===== src/rtl/feedback_avg.sv =====
// Measures "FIFO below half" cycles per frame and averages them over 2^AVG_LOG2 frames.
// sof is synchronised into clk; fb_value is the windowed sum (AVG_LOG2 fractional bits).
module feedback_avg #(
  parameter int CNT_W       = 16,
  parameter int AVG_LOG2    = 3,
  parameter int SYNC_STAGES = 2
) (
  input  logic                      clk,
  input  logic                      rst_n,
  input  logic                      enable,
  input  logic                      sof,
  input  logic                      half_n,
  input  logic                      ovf_clr,
  output logic [CNT_W+AVG_LOG2-1:0] fb_value,
  output logic                      fb_valid,
  output logic                      ovf,
  output logic [1:0]                dbg_state
);

  localparam int ACC_W = CNT_W + AVG_LOG2;
  localparam int IDX_W = (AVG_LOG2 > 0) ? AVG_LOG2 : 1;
  localparam logic [IDX_W-1:0] IDX_LAST = IDX_W'((1 << AVG_LOG2) - 1);

  // dbg_state encoding: 0 = IDLE, 1 = SYNC, 2 = RUN
  typedef enum logic [1:0] {
    IDLE = 2'd0,
    SYNC = 2'd1,
    RUN  = 2'd2
  } state_t;

  state_t state, next_state;

  logic [SYNC_STAGES-1:0] sof_sync;
  logic [SYNC_STAGES-1:0] sync_vld;
  logic                   sof_prev;
  logic                   sof_armed;
  logic                   sof_pulse;

  logic [CNT_W-1:0] frame_cnt;
  logic [ACC_W-1:0] acc;
  logic [IDX_W-1:0] idx;

  logic             sat;
  logic [CNT_W-1:0] first_cnt;
  logic [ACC_W-1:0] sample_ext;

  // sync_vld tracks which stages hold real samples; an edge is only accepted
  // once a genuine 0 has been seen, so reset release never fakes a frame.
  always_ff @(posedge clk or negedge rst_n) begin
    if (!rst_n) begin
      sof_sync  <= '0;
      sync_vld  <= '0;
      sof_prev  <= 1'b0;
      sof_armed <= 1'b0;
      sof_pulse <= 1'b0;
    end else begin
      sof_sync  <= {sof_sync[SYNC_STAGES-2:0], sof};
      sync_vld  <= {sync_vld[SYNC_STAGES-2:0], 1'b1};
      sof_prev  <= sof_sync[SYNC_STAGES-1];
      if (sync_vld[SYNC_STAGES-1] && !sof_sync[SYNC_STAGES-1]) begin
        sof_armed <= 1'b1;
      end
      sof_pulse <= sof_sync[SYNC_STAGES-1] & ~sof_prev & sof_armed;
    end
  end

  assign sat        = enable && (state == RUN) && !sof_pulse && !half_n &&
                      (frame_cnt == {CNT_W{1'b1}});
  assign first_cnt  = {{(CNT_W-1){1'b0}}, ~half_n};
  assign sample_ext = ACC_W'(frame_cnt);
  assign dbg_state  = state;

  always_comb begin
    next_state = state;
    case (state)
      IDLE:    if (enable) next_state = SYNC;
      SYNC:    if (sof_pulse) next_state = RUN;
      RUN:     if (sat) next_state = SYNC;
      default: next_state = IDLE;
    endcase
    if (!enable) next_state = IDLE;
  end

  always_ff @(posedge clk or negedge rst_n) begin
    if (!rst_n) begin
      state <= IDLE;
    end else begin
      state <= next_state;
    end
  end

  always_ff @(posedge clk or negedge rst_n) begin
    if (!rst_n) begin
      frame_cnt <= '0;
      acc       <= '0;
      idx       <= '0;
      fb_value  <= '0;
      fb_valid  <= 1'b0;
      ovf       <= 1'b0;
    end else begin
      fb_valid <= 1'b0;
      if (sat) begin
        ovf <= 1'b1;
      end else if (ovf_clr) begin
        ovf <= 1'b0;
      end

      if (!enable || state == IDLE) begin
        frame_cnt <= '0;
        acc       <= '0;
        idx       <= '0;
      end else if (state == SYNC) begin
        if (sof_pulse) frame_cnt <= first_cnt;
      end else if (sof_pulse) begin
        // The pulse cycle itself belongs to the new frame.
        frame_cnt <= first_cnt;
        if (idx == IDX_LAST) begin
          fb_value <= acc + sample_ext;
          fb_valid <= 1'b1;
          acc      <= '0;
          idx      <= '0;
        end else begin
          acc <= acc + sample_ext;
          idx <= IDX_W'(idx + 1'b1);
        end
      end else if (!half_n) begin
        if (sat) begin
          frame_cnt <= '0;
          acc       <= '0;
          idx       <= '0;
        end else begin
          frame_cnt <= frame_cnt + 1'b1;
        end
      end
    end
  end

endmodule


===== config.mk =====
export PLATFORM = sky130hd
export DESIGN_NAME = feedback_avg
export DESIGN_NICKNAME = d
export VERILOG_FILES = /design/src/rtl/feedback_avg.sv
export SDC_FILE = /design/constraint.sdc
export NUM_CORES = 1
export LEC_CHECK = 0
export CORE_MARGIN = 5
export CORE_UTILIZATION = 60
export CTS_CLUSTER_DIAMETER = 200
export DETAILED_ROUTE_END_ITERATION = 8
export PLACE_DENSITY = 0.8
export REMOVE_ABC_BUFFERS = 1
export SETUP_SLACK_MARGIN = 0.4
export SLEW_MARGIN = 30
export SYNTH_ARGS = -nofsm -noshare
export SYNTH_HDL_FRONTEND = slang
export SYNTH_SLANG_ARGS = --single-unit
export TNS_END_PERCENT = 1

===== constraint.sdc =====
create_clock -name clk -period 4 [get_ports clk]
set_clock_uncertainty 0.15 [all_clocks]
set_input_delay 0.8 -clock clk [delete_from_list [all_inputs] [get_ports clk]]
set_output_delay 0.8 -clock clk [all_outputs]
set_load 0.02 [all_outputs]

Yosys cells after proc, flatten, opt, wreduce, memory -nomap -nowiden
Index checks and enable logic that the tools add are counted.

word-level totals
  ROM bits = 0
  bits in writable memories = 0
  bits in registers = 68
  bits of input ports = 6
  memories kept = 0
  logic and storage cells = 75
  bits in latches = 0

cells by class
  reductions and logical operators = 17
  divide/modulo/power cells = 0
  $add $sub $neg = 3
  multiply operators = 0
  mux-type cells = 28
  order comparisons = 0
  bitwise gates (word level) = 6
  eq/ne operators = 9
  shifts and indexed selects = 0

operator list
  kind                                           number
  two-way mux 19 bit                             6
  two-way mux 16 bit                             6
  adder 19 x 16 -> 19 bit                        1
  two-way mux 3 bit                              6
  adder 16 x 1 -> 16 bit, second input constant  1
  == test 16 bit, second input constant          1
  != test 3 bit, second input constant           3
  two-way mux 1 bit                              6
  two-way mux 2 bit                              3
  case mux 2 bit (3 select lines)                1
  logical AND 1 bit                              5
  logical NOT 1 bit                              4
  NOT 1 bit                                      4
  AND reduction 2 bit                            2
  AND reduction 4 bit                            1
  adder 3 x 1 -> 3 bit, second input constant    1
  == test 3 bit, second input constant           1
  != test 3 x 1 -> 1 bit, second input constant  1
  AND reduction 3 bit                            1
  nonzero test 3 bit                             1
  bitwise AND 1 bit                              2
  == test 2 x 1 -> 1 bit, second input constant  1
  == test 2 bit, second input constant           1
  logical NOT 2 bit                              1
  other kinds (3)                                3

Longest topological paths before layout
  depth after elaboration = 10
  depth in mapped cells = 8

Worst setup path after synthesis
No wires, ideal clock.

  path kind = register to register
  start = register frame_cnt[0]
  end = register fb_value[12]
  clock period less this slack = 2476 ps
  data arrival time = 2201 ps
  buffers on the path = 0
  slack = 1524 ps
  cell stages (with the launch flop) = 9
  data required time = 3725 ps
  setup time = 125 ps
  path through = dfrtp_1 > ha_1 > fa_1 > a211oi_2 > o211ai_2 > a2111oi_2 > nor2_1 > xor2_1 > mux2_4

on the way
  longest elaborated chain between the ends = 1

RTL lines
  item                      line  text
  start: declaration        39    logic [CNT_W-1:0] frame_cnt;
  start signal: assignment  113   if (sof_pulse) frame_cnt <= first_cnt;
  start signal: assignment  116   frame_cnt <= first_cnt;
  start signal: assignment  132   frame_cnt <= frame_cnt + 1'b1;
  adder 19 x 16 -> 19 bit   118   fb_value <= acc + sample_ext;
  end signal: assignment    118
  end: declaration          14    output logic [CNT_W+AVG_LOG2-1:0] fb_value,

No other way between the ends.
A chain may end at the register's enable or synchronous reset.

Worst setup path after layout
  start = register frame_cnt[0]
  end = register fb_value[14]

The elaborated chain is that of the path after synthesis.

==> qor.txt <==
Resized Gates After CTS -> 0
Fin. max-slew vios -> 0
CTS tree -> done
Initial Util -> 61.5%
Routed len/inst -> 16.8 um
First-pass GRT wire length -> 14300 um
Worst Path Required -> 4.06 ns
Pwr Total -> 1360 uW
Detailed Route Iter0 Violations -> 166
Most frequent cells in the layout -> dfrtp_1, nand2_1, nor2_1
Number of max-cap violations -> 0
Main synth FF type -> dfrtp_1
Number of global-route vias before repair -> 2997
Hold buffers post-CTS -> 0
Synth area leader -> dfrtp_1
Final setup vio count -> 0
Chip height -> 90.7 um
Hold WC Path Type -> reg -> reg
Pin count of the biggest net entering global routing -> 38
Postcts setup bufs -> 0
Slew HR -> 45.2%
Core box area -> 6350 sq um
Routed vias/inst -> 6.08
Arrival @ worst endpoint -> 2.98 ns
Initial antenna violation count -> 0
Filler cells -> 464
Measured slew at the worst slew-check pin -> 0.822 ns
TritonRoute pass-1 iters -> 4
Top-area cell type share of the netlist area -> 43.5%
Tot GR Track Use -> 21.4%
Fin crit period -> 2.92 ns
Ports -> 29
Clock sink count -> 68
Period utilization -> 73.0%
Cells after Synth -> 395
Pwr Density -> 305 nW/um^2
# nets final -> 452
Synth Area per Inst -> 9.89 sq um
Synth top area cells -> dfrtp_1, ha_1, nand2_1, nor2_1, a21oi_1
Rows -> 29
Chip width -> 90.7 um
Antenna diode instance count -> 0
Area delta synth->final -> 14.0%
Number of synthesized flops with an enable pin -> 0
Yosys warns -> 0
#FFs+latches synth -> 68
F_max -> 0.343 GHz
# port buffers -> 28
DRC -> 0
Clk slew on worst S/H paths -> 0.07 ns
Worst r2r path cells -> 8
Grt total ovfl -> 0
Slowest stage cell, crit path -> nor4_1
Critical-path maximum fanout -> 5
RSZ-0062 raised after global routing -> false
Max Buffers Root-to-Sink -> 2
Crit. End Element -> register
Worst path cell trace -> ha_1 > fa_1 > a211oi_2 > o211ai_2 > a22oi_2 > nor3b_1 > nor4_1 > o21ai_0
Delay of the slowest cell on the worst path -> 0.48 ns
H-tree Lvls -> 3
Share of cells above drive strength 1 -> 13.0%
Critical Path Source Type -> register
Leakage -> 0.00199 uW
VDD IR max -> 260 uV
Worst Hold Depth -> 0
Cell variety after synth -> 71
Total Wirelength -> 8530 um
GP Congestion -> 0.869
Total Die Area -> 8230 sq um
Clk_lat worst skew -> 0.34 ns
Outcome -> finished, final reports clean
Clk root buf -> clkbuf_8
Sequential-to-total area share from yosys stat -> 43.5%
Mapped Area -> 3910 sq um
Critical path class -> reg -> reg
Commonest non-fill, non-tap cell in the layout -> dfrtp_1
Via count -> 3088
DP HPWL -> 5910 um
Ys async rst share -> 100%
Setup TNS -> 0 ns
Core Util, Final -> 70.1%
Final Hold Viols -> 0
CTS Buf Count -> 9
ANT nets after route -> 0
[stage by stage]
stage	cell area [sq um]	hold slack, ns	instances	setup slack, ns
4_1_cts	4450	0.212	508	1.13
6_report	4450	0.209	508	1.08
5_1_grt	4450	0.228	508	0.982
3_5_place_dp	4240	0.190	492	0.997
3_3_place_gp	4230	0.192	491	1.08
2_1_floorplan	3820	0.181	381	1.52
[path summary, 6_finish.rpt]
kind	startpoint	end	slack, ns
worst min register to register	sync_vld[0]	sync_vld[1]	0.21
worst max register to register	frame_cnt[0]	fb_value[14]	1.08
worst min-delay path	sync_vld[0]	sync_vld[1]	0.21
worst max-delay path	frame_cnt[0]	fb_value[14]	1.08
min in group asynchronous	rst_n	frame_cnt[8]	0.40
max in group asynchronous	rst_n	acc[13]	2.54
[cell families (layout without fill, tap and decap cells)]
group | Yosys count | in the layout | synth area share [%]
AO/OA/AOI/OAI | 103 | 103 | 18.5
XOR/XNOR | 19 | 19 | 4.26
buffers and inverters | 24 | 60 | 3.11
other | 1 | 1 | 0.0960
multiplexers | 15 | 15 | 4.32
AND/OR/NAND/NOR | 145 | 145 | 19.6
flip-flops | 68 | 68 | 43.5
adder cells (fa/ha/maj) | 20 | 20 | 6.60
[worst max-delay path, delay by kind of cell (launching register included)]
kind                     cells  cell delay (ns)
AO/OA/AOI/OAI                4             0.92
adder cells (fa/ha/maj)      2             0.70
AND/OR/NAND/NOR              2             0.57
flip-flops                   1             0.44
[cell usage after synthesis (2+ instances only)]
library cell	instances
nand3_1	7
nand2b_1	2
or3_1	4
xnor2_1	12
buf_2	4
o21ai_0	20
o21ai_2	2
a21o_1	7
nor2b_1	6
nor2_1	39
a211oi_1	3
o22ai_1	2
a21oi_1	25
mux2_4	2
a22o_1	13
and4_1	2
ha_1	19
nand4b_1	2
nand4_1	5
mux2_2	7
nand2_1	39
nor4_1	2
o21a_1	2
dfrtp_1	68
nor3_1	9
nor3b_1	5
o211ai_1	3
mux2i_1	6
buf_6	3
a31oi_1	2
or4b_1	2
clkbuf_1	6
and3_1	7
xor2_1	7
o21ai_1	2
o211ai_2	2
a21oi_2	3
o21bai_1	2
inv_1	9
nand3_2	2
[layout make-up]
class                           count  area (sq um)  area share (%)
Tap cell                           77          96.3            2.16
Inverter                           10          37.5           0.843
Multi-Input combinational cell    303          2080            46.8
Sequential cell                    68          1700            38.2
Timing Repair Buffer               34           320            7.19
Clock inverter                      3          43.8           0.983
Clock buffer                       13           169            3.79
[layer usage]
layer  global-route usage (%)  wire [um]  up-vias
li1                         -          -     1496
met1                     29.5       3960     1497
met2                     34.0       4040       83
met3                     3.50        415       12
met4                     7.44        116        0
met5                        0          0        -
[sequential cells by signal, summed over array words and instances (netlist names)]
| name | count |
|---|---|
| idx | 3 |
| fb_value | 19 |
| dbg_state | 2 |
| fb_valid | 1 |
| sof_pulse | 1 |
| sof_sync | 2 |
| ovf | 1 |
| frame_cnt | 16 |
| sync_vld | 2 |
| acc | 19 |
| sof_prev | 1 |
| sof_armed | 1 |
[where the power goes]
part | leakage, uW | internal [uW] | switching, uW
combinational | 0.000949 | 19.4 | 38.4
sequential | 0.000930 | 693 | 6.70
clock | 0.000110 | 340 | 262
total | 0.00199 | 1050 | 307
Power figures use the tool's default switching activity.
